**src/rtl/mc_control_ext_if.sv**
```systemverilog
// Control/status bundle between the multicycle MIPS controller (master)
// and the datapath it steers (slave).
interface mc_control_ext_if;
    logic [5:0] opcode;
    logic [5:0] funct;
    logic       zero;
    logic       mem_ready;
    logic       ir_write;
    logic       pc_write;
    logic       reg_write;
    logic       mem_write;
    logic       mem_read;
    logic       pc_en;
    logic       branch;
    logic       branch_ne;
    logic       alu_src_a;
    logic [1:0] alu_src_b;
    logic [2:0] alu_ctl;
    logic [1:0] pc_src;
    logic [1:0] reg_dst;
    logic [1:0] mem_to_reg;
    logic [3:0] state;
    logic       illegal;
    logic       mem_timeout;

    modport master (
        input  opcode, funct, zero, mem_ready,
        output ir_write, pc_write, reg_write, mem_write, mem_read, pc_en,
               branch, branch_ne, alu_src_a, alu_src_b, alu_ctl, pc_src,
               reg_dst, mem_to_reg, state, illegal, mem_timeout
    );

    modport slave (
        output opcode, funct, zero, mem_ready,
        input  ir_write, pc_write, reg_write, mem_write, mem_read, pc_en,
               branch, branch_ne, alu_src_a, alu_src_b, alu_ctl, pc_src,
               reg_dst, mem_to_reg, state, illegal, mem_timeout
    );
endinterface

```
**src/rtl/mc_control_ext.sv**
```systemverilog
// Multicycle MIPS main controller with wait-state memory, bne, imm-logical ops,
// memory watchdog and illegal flagging. Define MC_CONTROL_JAL_EN to build jal.
module mc_control_ext #(
    parameter int unsigned TIMEOUT = 0
) (
    input  logic             clk,
    input  logic             rst,
    mc_control_ext_if.master dp_io
);
    typedef enum logic [3:0] {
        S_FETCH    = 4'd0,
        S_DECODE   = 4'd1,
        S_MEMADR   = 4'd2,
        S_MEMREAD  = 4'd3,
        S_MEMWB    = 4'd4,
        S_MEMWRITE = 4'd5,
        S_EXECUTE  = 4'd6,
        S_ALUWB    = 4'd7,
        S_BRANCH   = 4'd8,
        S_IEXEC    = 4'd9,
        S_IMMWB    = 4'd10,
        S_JUMP     = 4'd11
`ifdef MC_CONTROL_JAL_EN
        , S_JAL    = 4'd12
`endif
    } state_t;

    localparam logic [5:0] OP_RTYPE = 6'b000000;
    localparam logic [5:0] OP_J     = 6'b000010;
    localparam logic [5:0] OP_JAL   = 6'b000011;
    localparam logic [5:0] OP_BEQ   = 6'b000100;
    localparam logic [5:0] OP_BNE   = 6'b000101;
    localparam logic [5:0] OP_ADDI  = 6'b001000;
    localparam logic [5:0] OP_ANDI  = 6'b001100;
    localparam logic [5:0] OP_ORI   = 6'b001101;
    localparam logic [5:0] OP_LW    = 6'b100011;
    localparam logic [5:0] OP_SW    = 6'b101011;

    localparam logic [2:0] ALU_ADD = 3'b010;
    localparam logic [2:0] ALU_SUB = 3'b110;
    localparam logic [2:0] ALU_AND = 3'b000;
    localparam logic [2:0] ALU_OR  = 3'b001;
    localparam logic [2:0] ALU_SLT = 3'b111;

    localparam int CW = (TIMEOUT < 2) ? 1 : $clog2(TIMEOUT + 1);
    localparam logic [CW-1:0] CNT_MAX  = CW'(TIMEOUT);
    localparam logic [CW-1:0] CNT_LAST = CW'(TIMEOUT - 1);

    state_t          state_q, state_d;
    logic            illegal_q, illegal_d;
    logic            timeout_q, timeout_d;
    logic [CW-1:0]   count_q, count_d;

    logic       ir_wr, pc_wr, reg_wr, mem_wr, mem_rd;
    logic       br_eq, br_ne, src_a;
    logic [1:0] src_b, pc_src, reg_dst, mem_to_reg;
    logic [2:0] alu_ctl;
    logic       waiting;

    always_ff @(posedge clk) begin
        if (rst) begin
            state_q   <= S_FETCH;
            illegal_q <= 1'b0;
            timeout_q <= 1'b0;
            count_q   <= '0;
        end else begin
            state_q   <= state_d;
            illegal_q <= illegal_d;
            timeout_q <= timeout_d;
            count_q   <= count_d;
        end
    end

    always_comb begin
        state_d    = S_FETCH;
        illegal_d  = illegal_q;
        ir_wr      = 1'b0;
        pc_wr      = 1'b0;
        reg_wr     = 1'b0;
        mem_wr     = 1'b0;
        mem_rd     = 1'b0;
        br_eq      = 1'b0;
        br_ne      = 1'b0;
        src_a      = 1'b0;
        src_b      = 2'b00;
        alu_ctl    = ALU_ADD;
        pc_src     = 2'b00;
        reg_dst    = 2'b00;
        mem_to_reg = 2'b00;
        case (state_q)
            S_FETCH: begin
                mem_rd  = 1'b1;
                src_b   = 2'b01;
                ir_wr   = dp_io.mem_ready;
                pc_wr   = dp_io.mem_ready;
                state_d = dp_io.mem_ready ? S_DECODE : S_FETCH;
            end
            S_DECODE: begin
                src_b = 2'b10;
                case (dp_io.opcode)
                    OP_LW, OP_SW:            state_d = S_MEMADR;
                    OP_RTYPE:                state_d = S_EXECUTE;
                    OP_BEQ, OP_BNE:          state_d = S_BRANCH;
                    OP_ADDI, OP_ANDI, OP_ORI: state_d = S_IEXEC;
                    OP_J:                    state_d = S_JUMP;
`ifdef MC_CONTROL_JAL_EN
                    OP_JAL:                  state_d = S_JAL;
`endif
                    default: begin
                        illegal_d = 1'b1;
                        state_d   = S_FETCH;
                    end
                endcase
            end
            S_MEMADR: begin
                src_a   = 1'b1;
                src_b   = 2'b10;
                state_d = (dp_io.opcode == OP_SW) ? S_MEMWRITE : S_MEMREAD;
            end
            S_MEMREAD: begin
                mem_rd  = 1'b1;
                state_d = dp_io.mem_ready ? S_MEMWB : S_MEMREAD;
            end
            S_MEMWB: begin
                mem_to_reg = 2'b01;
                reg_wr     = 1'b1;
            end
            S_MEMWRITE: begin
                mem_wr  = 1'b1;
                state_d = dp_io.mem_ready ? S_FETCH : S_MEMWRITE;
            end
            S_EXECUTE: begin
                src_a   = 1'b1;
                state_d = S_ALUWB;
                // Unknown funct still completes as an add so the pipeline of states stays uniform.
                case (dp_io.funct)
                    6'b100000: alu_ctl = ALU_ADD;
                    6'b100010: alu_ctl = ALU_SUB;
                    6'b100100: alu_ctl = ALU_AND;
                    6'b100101: alu_ctl = ALU_OR;
                    6'b101010: alu_ctl = ALU_SLT;
                    default:   illegal_d = 1'b1;
                endcase
            end
            S_ALUWB: begin
                reg_dst = 2'b01;
                reg_wr  = 1'b1;
            end
            S_BRANCH: begin
                src_a   = 1'b1;
                alu_ctl = ALU_SUB;
                pc_src  = 2'b01;
                br_eq   = (dp_io.opcode == OP_BEQ);
                br_ne   = (dp_io.opcode == OP_BNE);
            end
            S_IEXEC: begin
                src_a   = 1'b1;
                state_d = S_IMMWB;
                case (dp_io.opcode)
                    OP_ANDI: begin
                        src_b   = 2'b11;
                        alu_ctl = ALU_AND;
                    end
                    OP_ORI: begin
                        src_b   = 2'b11;
                        alu_ctl = ALU_OR;
                    end
                    default: src_b = 2'b10;
                endcase
            end
            S_IMMWB: reg_wr = 1'b1;
            S_JUMP: begin
                pc_src = 2'b10;
                pc_wr  = 1'b1;
            end
`ifdef MC_CONTROL_JAL_EN
            S_JAL: begin
                pc_src     = 2'b10;
                pc_wr      = 1'b1;
                reg_wr     = 1'b1;
                reg_dst    = 2'b10;
                mem_to_reg = 2'b10;
            end
`endif
            default: state_d = S_FETCH;
        endcase
    end

    // Watchdog only observes; a stalled access keeps waiting after the flag rises.
    assign waiting = ((state_q == S_FETCH) || (state_q == S_MEMREAD) || (state_q == S_MEMWRITE))
                     && !dp_io.mem_ready;

    always_comb begin
        count_d   = '0;
        timeout_d = timeout_q;
        if ((TIMEOUT != 0) && waiting) begin
            count_d = (count_q == CNT_MAX) ? count_q : count_q + CW'(1);
            if (count_q == CNT_LAST) begin
                timeout_d = 1'b1;
            end
        end
    end

    assign dp_io.ir_write    = ir_wr  & ~rst;
    assign dp_io.pc_write    = pc_wr  & ~rst;
    assign dp_io.reg_write   = reg_wr & ~rst;
    assign dp_io.mem_write   = mem_wr & ~rst;
    assign dp_io.mem_read    = mem_rd;
    assign dp_io.branch      = br_eq;
    assign dp_io.branch_ne   = br_ne;
    assign dp_io.pc_en       = (pc_wr & ~rst) | (br_eq & dp_io.zero) | (br_ne & ~dp_io.zero);
    assign dp_io.alu_src_a   = src_a;
    assign dp_io.alu_src_b   = src_b;
    assign dp_io.alu_ctl     = alu_ctl;
    assign dp_io.pc_src      = pc_src;
    assign dp_io.reg_dst     = reg_dst;
    assign dp_io.mem_to_reg  = mem_to_reg;
    assign dp_io.state       = state_q;
    assign dp_io.illegal     = illegal_q;
    assign dp_io.mem_timeout = timeout_q;
endmodule

```
**src/flat_wrapper.sv**
```systemverilog
// flat-port wrapper written by rule: the top's interface ports become plain ports
module mc_control_ext_flat 
#(
    parameter int unsigned TIMEOUT = 0
)
  (clk, rst, dp_io_opcode, dp_io_funct, dp_io_zero, dp_io_mem_ready, dp_io_ir_write, dp_io_pc_write, dp_io_reg_write, dp_io_mem_write, dp_io_mem_read, dp_io_pc_en, dp_io_branch, dp_io_branch_ne, dp_io_alu_src_a, dp_io_alu_src_b, dp_io_alu_ctl, dp_io_pc_src, dp_io_reg_dst, dp_io_mem_to_reg, dp_io_state, dp_io_illegal, dp_io_mem_timeout);
  mc_control_ext_if dp_io_i ();
  input  logic clk;
  input  logic rst;
  input wire logic [$bits(dp_io_i.opcode)-1:0] dp_io_opcode;
  input wire logic [$bits(dp_io_i.funct)-1:0] dp_io_funct;
  input wire logic [$bits(dp_io_i.zero)-1:0] dp_io_zero;
  input wire logic [$bits(dp_io_i.mem_ready)-1:0] dp_io_mem_ready;
  output wire logic [$bits(dp_io_i.ir_write)-1:0] dp_io_ir_write;
  output wire logic [$bits(dp_io_i.pc_write)-1:0] dp_io_pc_write;
  output wire logic [$bits(dp_io_i.reg_write)-1:0] dp_io_reg_write;
  output wire logic [$bits(dp_io_i.mem_write)-1:0] dp_io_mem_write;
  output wire logic [$bits(dp_io_i.mem_read)-1:0] dp_io_mem_read;
  output wire logic [$bits(dp_io_i.pc_en)-1:0] dp_io_pc_en;
  output wire logic [$bits(dp_io_i.branch)-1:0] dp_io_branch;
  output wire logic [$bits(dp_io_i.branch_ne)-1:0] dp_io_branch_ne;
  output wire logic [$bits(dp_io_i.alu_src_a)-1:0] dp_io_alu_src_a;
  output wire logic [$bits(dp_io_i.alu_src_b)-1:0] dp_io_alu_src_b;
  output wire logic [$bits(dp_io_i.alu_ctl)-1:0] dp_io_alu_ctl;
  output wire logic [$bits(dp_io_i.pc_src)-1:0] dp_io_pc_src;
  output wire logic [$bits(dp_io_i.reg_dst)-1:0] dp_io_reg_dst;
  output wire logic [$bits(dp_io_i.mem_to_reg)-1:0] dp_io_mem_to_reg;
  output wire logic [$bits(dp_io_i.state)-1:0] dp_io_state;
  output wire logic [$bits(dp_io_i.illegal)-1:0] dp_io_illegal;
  output wire logic [$bits(dp_io_i.mem_timeout)-1:0] dp_io_mem_timeout;
  assign dp_io_i.opcode = dp_io_opcode;
  assign dp_io_i.funct = dp_io_funct;
  assign dp_io_i.zero = dp_io_zero;
  assign dp_io_i.mem_ready = dp_io_mem_ready;
  assign dp_io_ir_write = dp_io_i.ir_write;
  assign dp_io_pc_write = dp_io_i.pc_write;
  assign dp_io_reg_write = dp_io_i.reg_write;
  assign dp_io_mem_write = dp_io_i.mem_write;
  assign dp_io_mem_read = dp_io_i.mem_read;
  assign dp_io_pc_en = dp_io_i.pc_en;
  assign dp_io_branch = dp_io_i.branch;
  assign dp_io_branch_ne = dp_io_i.branch_ne;
  assign dp_io_alu_src_a = dp_io_i.alu_src_a;
  assign dp_io_alu_src_b = dp_io_i.alu_src_b;
  assign dp_io_alu_ctl = dp_io_i.alu_ctl;
  assign dp_io_pc_src = dp_io_i.pc_src;
  assign dp_io_reg_dst = dp_io_i.reg_dst;
  assign dp_io_mem_to_reg = dp_io_i.mem_to_reg;
  assign dp_io_state = dp_io_i.state;
  assign dp_io_illegal = dp_io_i.illegal;
  assign dp_io_mem_timeout = dp_io_i.mem_timeout;
  mc_control_ext #(.TIMEOUT(TIMEOUT)) u_core (.clk(clk), .rst(rst), .dp_io(dp_io_i));
endmodule
```
**config.mk**
```make
export PLATFORM = sky130hd
export DESIGN_NAME = mc_control_ext_flat
export DESIGN_NICKNAME = d
export VERILOG_FILES = /design/src/rtl/mc_control_ext_if.sv /design/src/rtl/mc_control_ext.sv /design/src/flat_wrapper.sv
export SDC_FILE = /design/constraint.sdc
export NUM_CORES = 1
export LEC_CHECK = 0
export CORE_ASPECT_RATIO = 1.2
export CORE_UTILIZATION = 34
export DETAILED_ROUTE_END_ITERATION = 16
export GPL_ROUTABILITY_DRIVEN = 1
export PLACE_DENSITY = 0.78
export SYNTH_ARGS = -nofsm -noshare
export SYNTH_HDL_FRONTEND = slang
export SYNTH_SLANG_ARGS = --single-unit
```
**constraint.sdc**
```tcl
create_clock -name clk -period 1.2 [get_ports clk]
set_input_delay 0.12 -clock clk [delete_from_list [all_inputs] [get_ports clk]]
set_output_delay 0.12 -clock clk [all_outputs]
set_load 0.05 [all_outputs]
```
==> impl_metrics.env, run 1 <==
export IMPL_status="stopped before the end"
export IMPL_stop_stage="clock tree synthesis (4_1_cts)"
export IMPL_error_line="[ERROR DPL-0038] Utilization greater than 100%, impossible to legalize"
export IMPL_synth_fa_ha_area_share_pct=0
export IMPL_synth_main_ff_cell="dfxtp_1"
export IMPL_synth_area_um2=724
export IMPL_synthMuxAreaShare_pct=2.76
export IMPL_h_tree_depth=1
export IMPL_synth_compound_area_share_pct=25.2
export IMPL_seq_area_frac_synth_pct=13.8
export IMPL_synth_cell_type_count=45
export IMPL_cts_hold_buffers=0
export IMPL_cts_buffers=3
export IMPL_postCtsSetupBuffers=11
export IMPL_synthSimpleGateAreaFrac_pct=46.1
export IMPL_post_synth_top_area_cell="dfxtp_1"
export IMPL_gp_congestion=0.839
export IMPL_die_y_um=52.6
export IMPL_netlist_instances=104
export IMPL_clock_sinks=5
export IMPL_synth_top_family_by_area="simple AND/OR/NAND/NOR gates"
export IMPL_synth_avg_cell_area_um2=6.97
export IMPL_synth_xor_area_share_pct=1.21
export IMPL_cts_resized=57
export IMPL_synth_edf_count=0
export IMPL_start_util_pct=37.8
export IMPL_dp_hpwl_mm=3.07
export IMPL_port_buffers=38
export IMPL_die_w_um=44.1
export IMPL_cts_root_buf="clkbuf_4"
export IMPL_io_pin_count=42
export IMPL_synth_top_area_share_pct=13.8
export IMPL_ys_async_sr_fraction_pct=0
export IMPL_ys_ff_latch=5
export IMPL_yosysWarnings=0
export IMPL_synth_area_leaders="dfxtp_1 14%, nor2_1 6.7%, nor3_1 4.8%, nand2b_1 4.3%, nand2_1 3.6%"
export IMPL_cts_buffer_depth=2
export IMPL_rows=17
-- cell families after synthesis --
kind of cell	after synthesis
buffers and inverters	12
xor gates and xnor gates	1
DFF	5
muxes	2
and+or+nand+nor	58
AOI/OAI and AO/OA	25
other	1
-- per-stage QoR --
step	cell area [µm²]	worst slack, ns	setup TNS, ns	cells
after floorplan	936	-0.569	-6.27	106
after global placement	1750	-0.450	-5.21	191
after detailed placement	1750	-0.551	-6.38	191
-- synthesized netlist by cell type (2+ instances only) --
cell type  count
nor3b_1        3
nor3_2         2
o21bai_1       2
nor3_1         7
nand4_1        3
and2b_1        2
nand2_1        7
buf_4          3
nand3_1        2
o21ai_0        3
a311oi_1       2
buf_2          3
mux2i_1        2
buf_6          2
inv_1          3
dfxtp_1        5
a21oi_1        5
nand2b_1       5
nor2b_1        3
a31oi_1        2
and3_1         2
nor2_1        13
==> run 2: changes to the inputs <==
--- a/config.mk
+++ b/config.mk
@@ -5,11 +5,10 @@
 export SDC_FILE = /design/constraint.sdc
 export NUM_CORES = 1
 export LEC_CHECK = 0
-export CORE_ASPECT_RATIO = 1.2
-export CORE_UTILIZATION = 34
+export CORE_UTILIZATION = 20
 export DETAILED_ROUTE_END_ITERATION = 16
 export GPL_ROUTABILITY_DRIVEN = 1
-export PLACE_DENSITY = 0.78
+export PLACE_DENSITY_LB_ADDON = 0.15
 export SYNTH_ARGS = -nofsm -noshare
 export SYNTH_HDL_FRONTEND = slang
 export SYNTH_SLANG_ARGS = --single-unit
==> constraint.sdc (replaced) <==
create_clock -name clk -period 1.56 [get_ports clk]
set_input_delay 0.156 -clock clk [delete_from_list [all_inputs] [get_ports clk]]
set_output_delay 0.156 -clock clk [all_outputs]
set_load 0.05 [all_outputs]
==> run 2 against run 1 <==
  * The flow now finishes, with violations (setup timing)
  * Synthesized area unchanged
  * Synthesized cell count unchanged
==> impl_metrics.env, run 2 <==
export IMPL_crit_buf_inv=1
export IMPL_critPathMaxFanout=7
export IMPL_hold_end="u_core.dp_io.state[0]"
export IMPL_vias=1105
export IMPL_cts_hold_buffers=0
export IMPL_fin_ws_ns=-0.130
export IMPL_min_period_over_period_pct=108
export IMPL_clock_sinks=5
export IMPL_status="complete, but fails checks"
export IMPL_p_int_w=0.000400
export IMPL_vias_per_cell=4.91
export IMPL_synth_area_um2=724
export IMPL_skew_ns=0.00413
export IMPL_maxCapViolCount=0
export IMPL_grt_first_pass_wirelength_mm=5.00
export IMPL_layout_min_cycle_time_ns=1.69
export IMPL_yosysWarnings=0
export IMPL_gp_congestion=0.852
export IMPL_synth_edf_count=0
export IMPL_wl_per_cell_um=13.8
export IMPL_ys_ff_latch=5
export IMPL_crit_required_ns=1.40
export IMPL_stdcell_count=225
export IMPL_clk_pin_slew_worst_paths_ns=0.04
export IMPL_finalHoldViolations=0
export IMPL_power_density_nw_per_um2=345
export IMPL_cp_top_family="simple AND/OR/NAND/NOR gates"
export IMPL_grt_use_met3_pct=0.919
export IMPL_clock_latency_ns=0.24
export IMPL_critPathSlowestCell="dfxtp_4"
export IMPL_fin_nets=196
export IMPL_netlist_instances=104
export IMPL_drt_wl_total_mm=3.12
export IMPL_setup_tns_ns=-0.797
export IMPL_place_ws_ns=-0.237
export IMPL_synth_most_common_cell="nor2_1"
export IMPL_r2r_slack_ns=0.06
export IMPL_whs_path_depth=5
export IMPL_seq_area_frac_synth_pct=13.8
export IMPL_h_tree_depth=1
export IMPL_seq_power_share_pct=21.0
export IMPL_critPathKind="flip-flop to primary output"
export IMPL_synth_main_ff_cell="dfxtp_1"
export IMPL_place_inst=202
export IMPL_antenna_found_initial=0
export IMPL_cts_root_buf="clkbuf_4"
export IMPL_critPathLaunchType="flip-flop"
export IMPL_grt_use_total_pct=15.9
export IMPL_cp_end_kind="primary output"
export IMPL_cp_arrival_ns=1.53
export IMPL_ir_drop_mv=0.159
export IMPL_ys_async_sr_fraction_pct=0
export IMPL_layout_commonest_cell="buf_4"
export IMPL_synth_avg_cell_area_um2=6.97
export IMPL_die_y_um=62.2
export IMPL_core_um2=3420
export IMPL_synth_top_area_share_pct=13.8
export IMPL_finalMaxSlewViolations=0
export IMPL_fmax_mhz=592
export IMPL_hold_slack_ns=0.514
export IMPL_p_sw_w=0.000256
export IMPL_rows=21
export IMPL_switching_share_pct=39.1
export IMPL_drc=0
export IMPL_stdcell_area_um2=1900
export IMPL_firstDrtPassIters=4
export IMPL_failed_checks="setup timing"
export IMPL_hp_start="dp_io_opcode[4]"
export IMPL_reg2reg_from="u_core.dp_io.state[0]"
export IMPL_setup_viol=13
export IMPL_tritoncts="yes"
export IMPL_p_clk_share_pct=22.7
export IMPL_start_util_pct=21.2
export IMPL_die_w_um=62.2
export IMPL_leakage_nw=0.757
export IMPL_antenna_cells=0
export IMPL_die_area_um2=3870
export IMPL_synth_top_cells_by_count="13 x nor2_1, 7 x nand2_1, 7 x nor3_1"
export IMPL_r2r_end="u_core.dp_io.state[0]"
export IMPL_areaGrowthSynthToFinish_pct=163
export IMPL_grt_max_degree=9
export IMPL_port_buffers=38
export IMPL_grt_pass1_vias=1080
export IMPL_grt_ovfl_total=0
export IMPL_grt_use_met1_pct=19.0
export IMPL_io_pin_count=42
export IMPL_path_cells="nor4b_4 > a31oi_2 > nor3_4 > o21bai_4 > buf_12"
export IMPL_fillers=306
export IMPL_ant_nets=0
export IMPL_crit_path_max_incr_delay_ns=0.37
export IMPL_dp_hpwl_mm=2.17
export IMPL_cts_buffer_depth=2
export IMPL_synth_cell_type_count=45
export IMPL_place_area_um2=1560
export IMPL_largest_reg_flops=4
export IMPL_grt_busiest_layer="met2"
export IMPL_hold_class="input pin to flip-flop"
export IMPL_synth_area_leaders="dfxtp_1 14%, nor2_1 6.7%, nor3_1 4.8%, nand2b_1 4.3%, nand2_1 3.6%"
export IMPL_rsz0062_at_grt="true"
export IMPL_drive_gt1_share_pct=59.8
export IMPL_use_met2_pct=29.0
export IMPL_p_comb_share_pct=56.3
export IMPL_post_synth_top_area_cell="dfxtp_1"
export IMPL_drt_iter0_drc=61
export IMPL_cts_buffers=3
export IMPL_final_cell_mix="39 x buf_4, 17 x buf_12, 13 x clkdlybuf4s50_1, 7 x nor2_4, 6 x nor2_1"
export IMPL_r2r_cells=5
-- run 2: cell counts after synthesis --
No cell type changed its count.
-- run 2: cell type report --
cell class | instances | area [µm²] | share of cell area [%]
Timing Repair Buffer | 78 | 867 | 45.6
Sequential cell | 5 | 115 | 6.05
Multi-Input combinational cell | 89 | 826 | 43.4
Tap cell | 46 | 57.6 | 3.02
Clock buffer | 4 | 26.3 | 1.38
Inverter | 3 | 11.3 | 0.592
-- run 2: stage by stage --
stage | util [%] | total power, W
after floorplan | - | 0.000317
after global placement | 45.7 | 0.000467
after detailed placement | 45.7 | 0.000468
after CTS | 53.4 | 0.000645
after global routing | 55.7 | 0.000692
final | 55.7 | 0.000656
-- run 2: worst max-delay path by stage --
stage               cells past startpoint                   from           to
floorplan                               4  u_core.dp_io.state[2]  dp_io_pc_en
global placement                        6        dp_io_opcode[1]  dp_io_pc_en
detailed placement                      6        dp_io_opcode[1]  dp_io_pc_en
CTS                                     5  u_core.dp_io.state[3]  dp_io_pc_en
global route                            5  u_core.dp_io.state[3]  dp_io_pc_en
finish                                  5  u_core.dp_io.state[1]  dp_io_pc_en
-- run 2: per-layer routing --
metal,share of wire (%),vias up
met5,0,-
met4,1.4,0
met3,4.4,4
met2,53,45
met1,41,523
li1,-,533
-- run 2: what timing repair did --
item	CTS	global route
resized for setup	28	11
pin swaps	13	10
endpoints found under the setup margin	15	19
setup buffers	16	4
-- run 2: power groups by stage --
stage / Clock [W] / Sequential [W] / Combinational (W)
after detailed placement: 0 / 0.000139 / 0.000329
after global routing: 0.000167 / 0.000138 / 0.000386
after CTS: 0.000155 / 0.000137 / 0.000353
after floorplan: 0 / 0.000151 / 0.000166
after global placement: 0 / 0.000140 / 0.000328
final: 0.000149 / 0.000138 / 0.000369
-- run 2: cells by family (layout without fill, tap and decap cells) --
kind of cell	count (synthesis)	count (layout)	synth area share, %
compound gates	25	25	25.2
xor+xnor	1	1	1.21
buf+inv	12	85	10.4
flops	5	5	13.8
mux	2	2	2.76
other cells	1	3	0.518
simple gates	58	58	46.1
-- run 2: worst register-to-register path, cell delays in order, from the launching register on --
cell and delay (ns):
dfxtp_4 0.41, and2b_2 0.27, buf_6 0.13, buf_4 0.15
o311ai_4 0.32, a311oi_1 0.09
Note: power is estimated with default switching activity, not from simulation.
==> run 3: changes to the inputs <==
--- a/config.mk
+++ b/config.mk
@@ -5,6 +5,9 @@
 export SDC_FILE = /design/constraint.sdc
 export NUM_CORES = 1
 export LEC_CHECK = 0
+export ABC_CLOCK_PERIOD_IN_PS = 1560
+export CAP_MARGIN = 20
+export CORE_MARGIN = 2
 export CORE_UTILIZATION = 20
 export DETAILED_ROUTE_END_ITERATION = 16
 export GPL_ROUTABILITY_DRIVEN = 1
==> run 3 against run 2 <==
  * Cell area shrank 2.8%
  * Utilization shrank 1.6 points
  * Combinational power is essentially flat
  * Maximum frequency grew 2.7%
  * The flow still finishes with violations (setup timing)
  * Critical path depth is the same
  * Flip-flop and latch count is the same
  * Via count shrank 2.4%
  * Non-clock buffer count shrank 4
  * Clock skew shrank 0.0013 ns
  * Clock power is essentially flat
  * Setup slack gained 0.044 ns
  * Critical path type unchanged
  * Highest routed layer unchanged
  * Count of clock-buffer cells in the layout is the same
==> impl_metrics.env, run 3 (synthesis results as in run 2) <==
export IMPL_crit_required_ns=1.40
export IMPL_areaGrowthSynthToFinish_pct=155
export IMPL_start_util_pct=21.2
export IMPL_status="complete, but fails checks"
export IMPL_critPathSlowestCell="dfxtp_4"
export IMPL_fmax_mhz=608
export IMPL_dp_hpwl_mm=2.29
export IMPL_cp_top_family="simple AND/OR/NAND/NOR gates"
export IMPL_drc=0
export IMPL_wl_met1_mm=1.21
export IMPL_h_tree_depth=1
export IMPL_utilization_pct=54.1
export IMPL_finalMaxSlewViolations=0
export IMPL_failed_checks="setup timing"
export IMPL_fin_ws_ns=-0.0854
export IMPL_io_pin_count=42
export IMPL_die_y_um=64.2
export IMPL_antenna_found_initial=0
export IMPL_finalHoldViolations=0
export IMPL_crit_path_max_incr_delay_ns=0.36
export IMPL_topRoutingLayerUsed="met4"
export IMPL_port_buffers=38
export IMPL_cts_buffers=3
export IMPL_layout_min_cycle_time_ns=1.65
export IMPL_power_density_nw_per_um2=355
export IMPL_cts_hold_buffers=0
export IMPL_hold_class="flip-flop to flip-flop"
export IMPL_rsz0062_at_grt="true"
export IMPL_fin_nets=192
export IMPL_vias_per_cell=4.88
export IMPL_crit_buf_inv=2
export IMPL_cts_buffer_depth=2
export IMPL_cp_end_kind="primary output"
export IMPL_firstDrtPassIters=4
export IMPL_critPathKind="flip-flop to primary output"
export IMPL_gp_congestion=0.834
export IMPL_leakage_nw=0.731
export IMPL_drive_gt1_share_pct=59.4
export IMPL_ir_drop_mv=0.219
export IMPL_critPathLaunchType="flip-flop"
export IMPL_wl_per_cell_um=13.6
export IMPL_ant_nets=0
export IMPL_min_period_over_period_pct=105
export IMPL_vias=1079
export IMPL_clock_latency_ns=0.24
export IMPL_rows=21
export IMPL_place_area_um2=1570
export IMPL_fillers=318
export IMPL_clock_sinks=5
export IMPL_stdcell_area_um2=1850
export IMPL_grt_max_degree=10
export IMPL_wl_met2_mm=1.59
export IMPL_die_area_um2=4120
export IMPL_grt_pass1_vias=1086
export IMPL_drt_iter0_drc=21
export IMPL_die_w_um=64.2
export IMPL_maxCapViolCount=0
export IMPL_skew_ns=0.00282
export IMPL_critPathMaxFanout=5
export IMPL_core_um2=3420
export IMPL_cts_root_buf="clkbuf_4"
export IMPL_drt_wl_total_mm=3.01
export IMPL_cp_arrival_ns=1.49
export IMPL_dr_wl_met3_um=152
export IMPL_layout_commonest_cell="buf_4"
export IMPL_largest_reg_flops=4
export IMPL_path_cells="and2b_4 > buf_6 > nand3_4 > o22ai_4 > buf_12"
export IMPL_setup_viol=10
export IMPL_grt_first_pass_wirelength_mm=4.95
export IMPL_antenna_cells=0
export IMPL_grt_ovfl_total=0
export IMPL_grt_use_total_pct=15.1
export IMPL_final_cell_mix="36 x buf_4, 16 x buf_12, 15 x clkdlybuf4s50_1, 7 x nor2_4, 6 x buf_6"
export IMPL_tritoncts="yes"
export IMPL_clk_pin_slew_worst_paths_ns=0.04
[run 3: cell count changes in the layout (fill, tap and decap cells not counted), moves of 2 or more]
cell | before | now
buf_4 | 39 | 36
clkdlybuf4s50_1 | 13 | 15
and2b_4 | 0 | 2
dlygate4sd2_1 | 2 | 0
[run 3: path summary, 6_finish.rpt]
path / depth (start not counted) / slack [ns] / startpoint / endpoint
min reg2reg: 2 / 0.54 / u_core.dp_io.illegal / u_core.dp_io.illegal
max reg2reg: 5 / 0.08 / u_core.dp_io.state[0] / u_core.dp_io.state[1]
max: 5 / -0.09 / u_core.dp_io.state[0] / dp_io_alu_ctl[0]
min: 2 / 0.54 / u_core.dp_io.illegal / u_core.dp_io.illegal
[run 3: repair_timing]
action	CTS	global route
cloned	0	0
gates resized for setup	24	13
pin swaps	11	10
setup endpoints to repair	13	17
buffers inserted	12	4
hold endpoints to repair	0	0
[run 3: power breakdown]
group	internal [W]	switching [W]	total (W)
combinational	0.000176	0.000193	0.000370
sequential	0.000128	0.00000694	0.000135
clock	0.0000968	0.0000544	0.000151
[run 3: layer usage]
layer	GRT usage, %	up-vias
met5	0	-
met3	2.11	7
met1	16.8	508
met4	6.38	0
met2	28.5	40
li1	-	524
[run 3: area by class of cell]
cell class                 count  area (µm²)  share of cell area [%]
timing repair buffer          74         823                    44.5
clock buffer                   4        26.3                    1.42
inverter                       3        11.3                   0.609
tap                           46        57.6                    3.11
sequential                     5         115                    6.22
multi-input combinational     89         816                    44.1
[run 3: tightest hold or removal path, cell delays in order, from the launching register on]
cell and delay (ns):
dfxtp_1 0.33, a31oi_1 0.05, a21oi_1 0.12
[run 3: per-stage QoR]
stage	hold slack, ns	setup TNS [ns]	setup WS [ns]	power [W]	instances
after detailed placement	0.542	-1.38	-0.244	0.000471	203
after floorplan	0.225	-1.11	-0.246	0.000317	106
after CTS	0.551	-0.630	-0.0952	0.000646	219
final	0.540	-0.415	-0.0854	0.000656	221
after global routing	0.568	-1.12	-0.141	0.000688	221
after global placement	0.535	-1.10	-0.202	0.000470	203
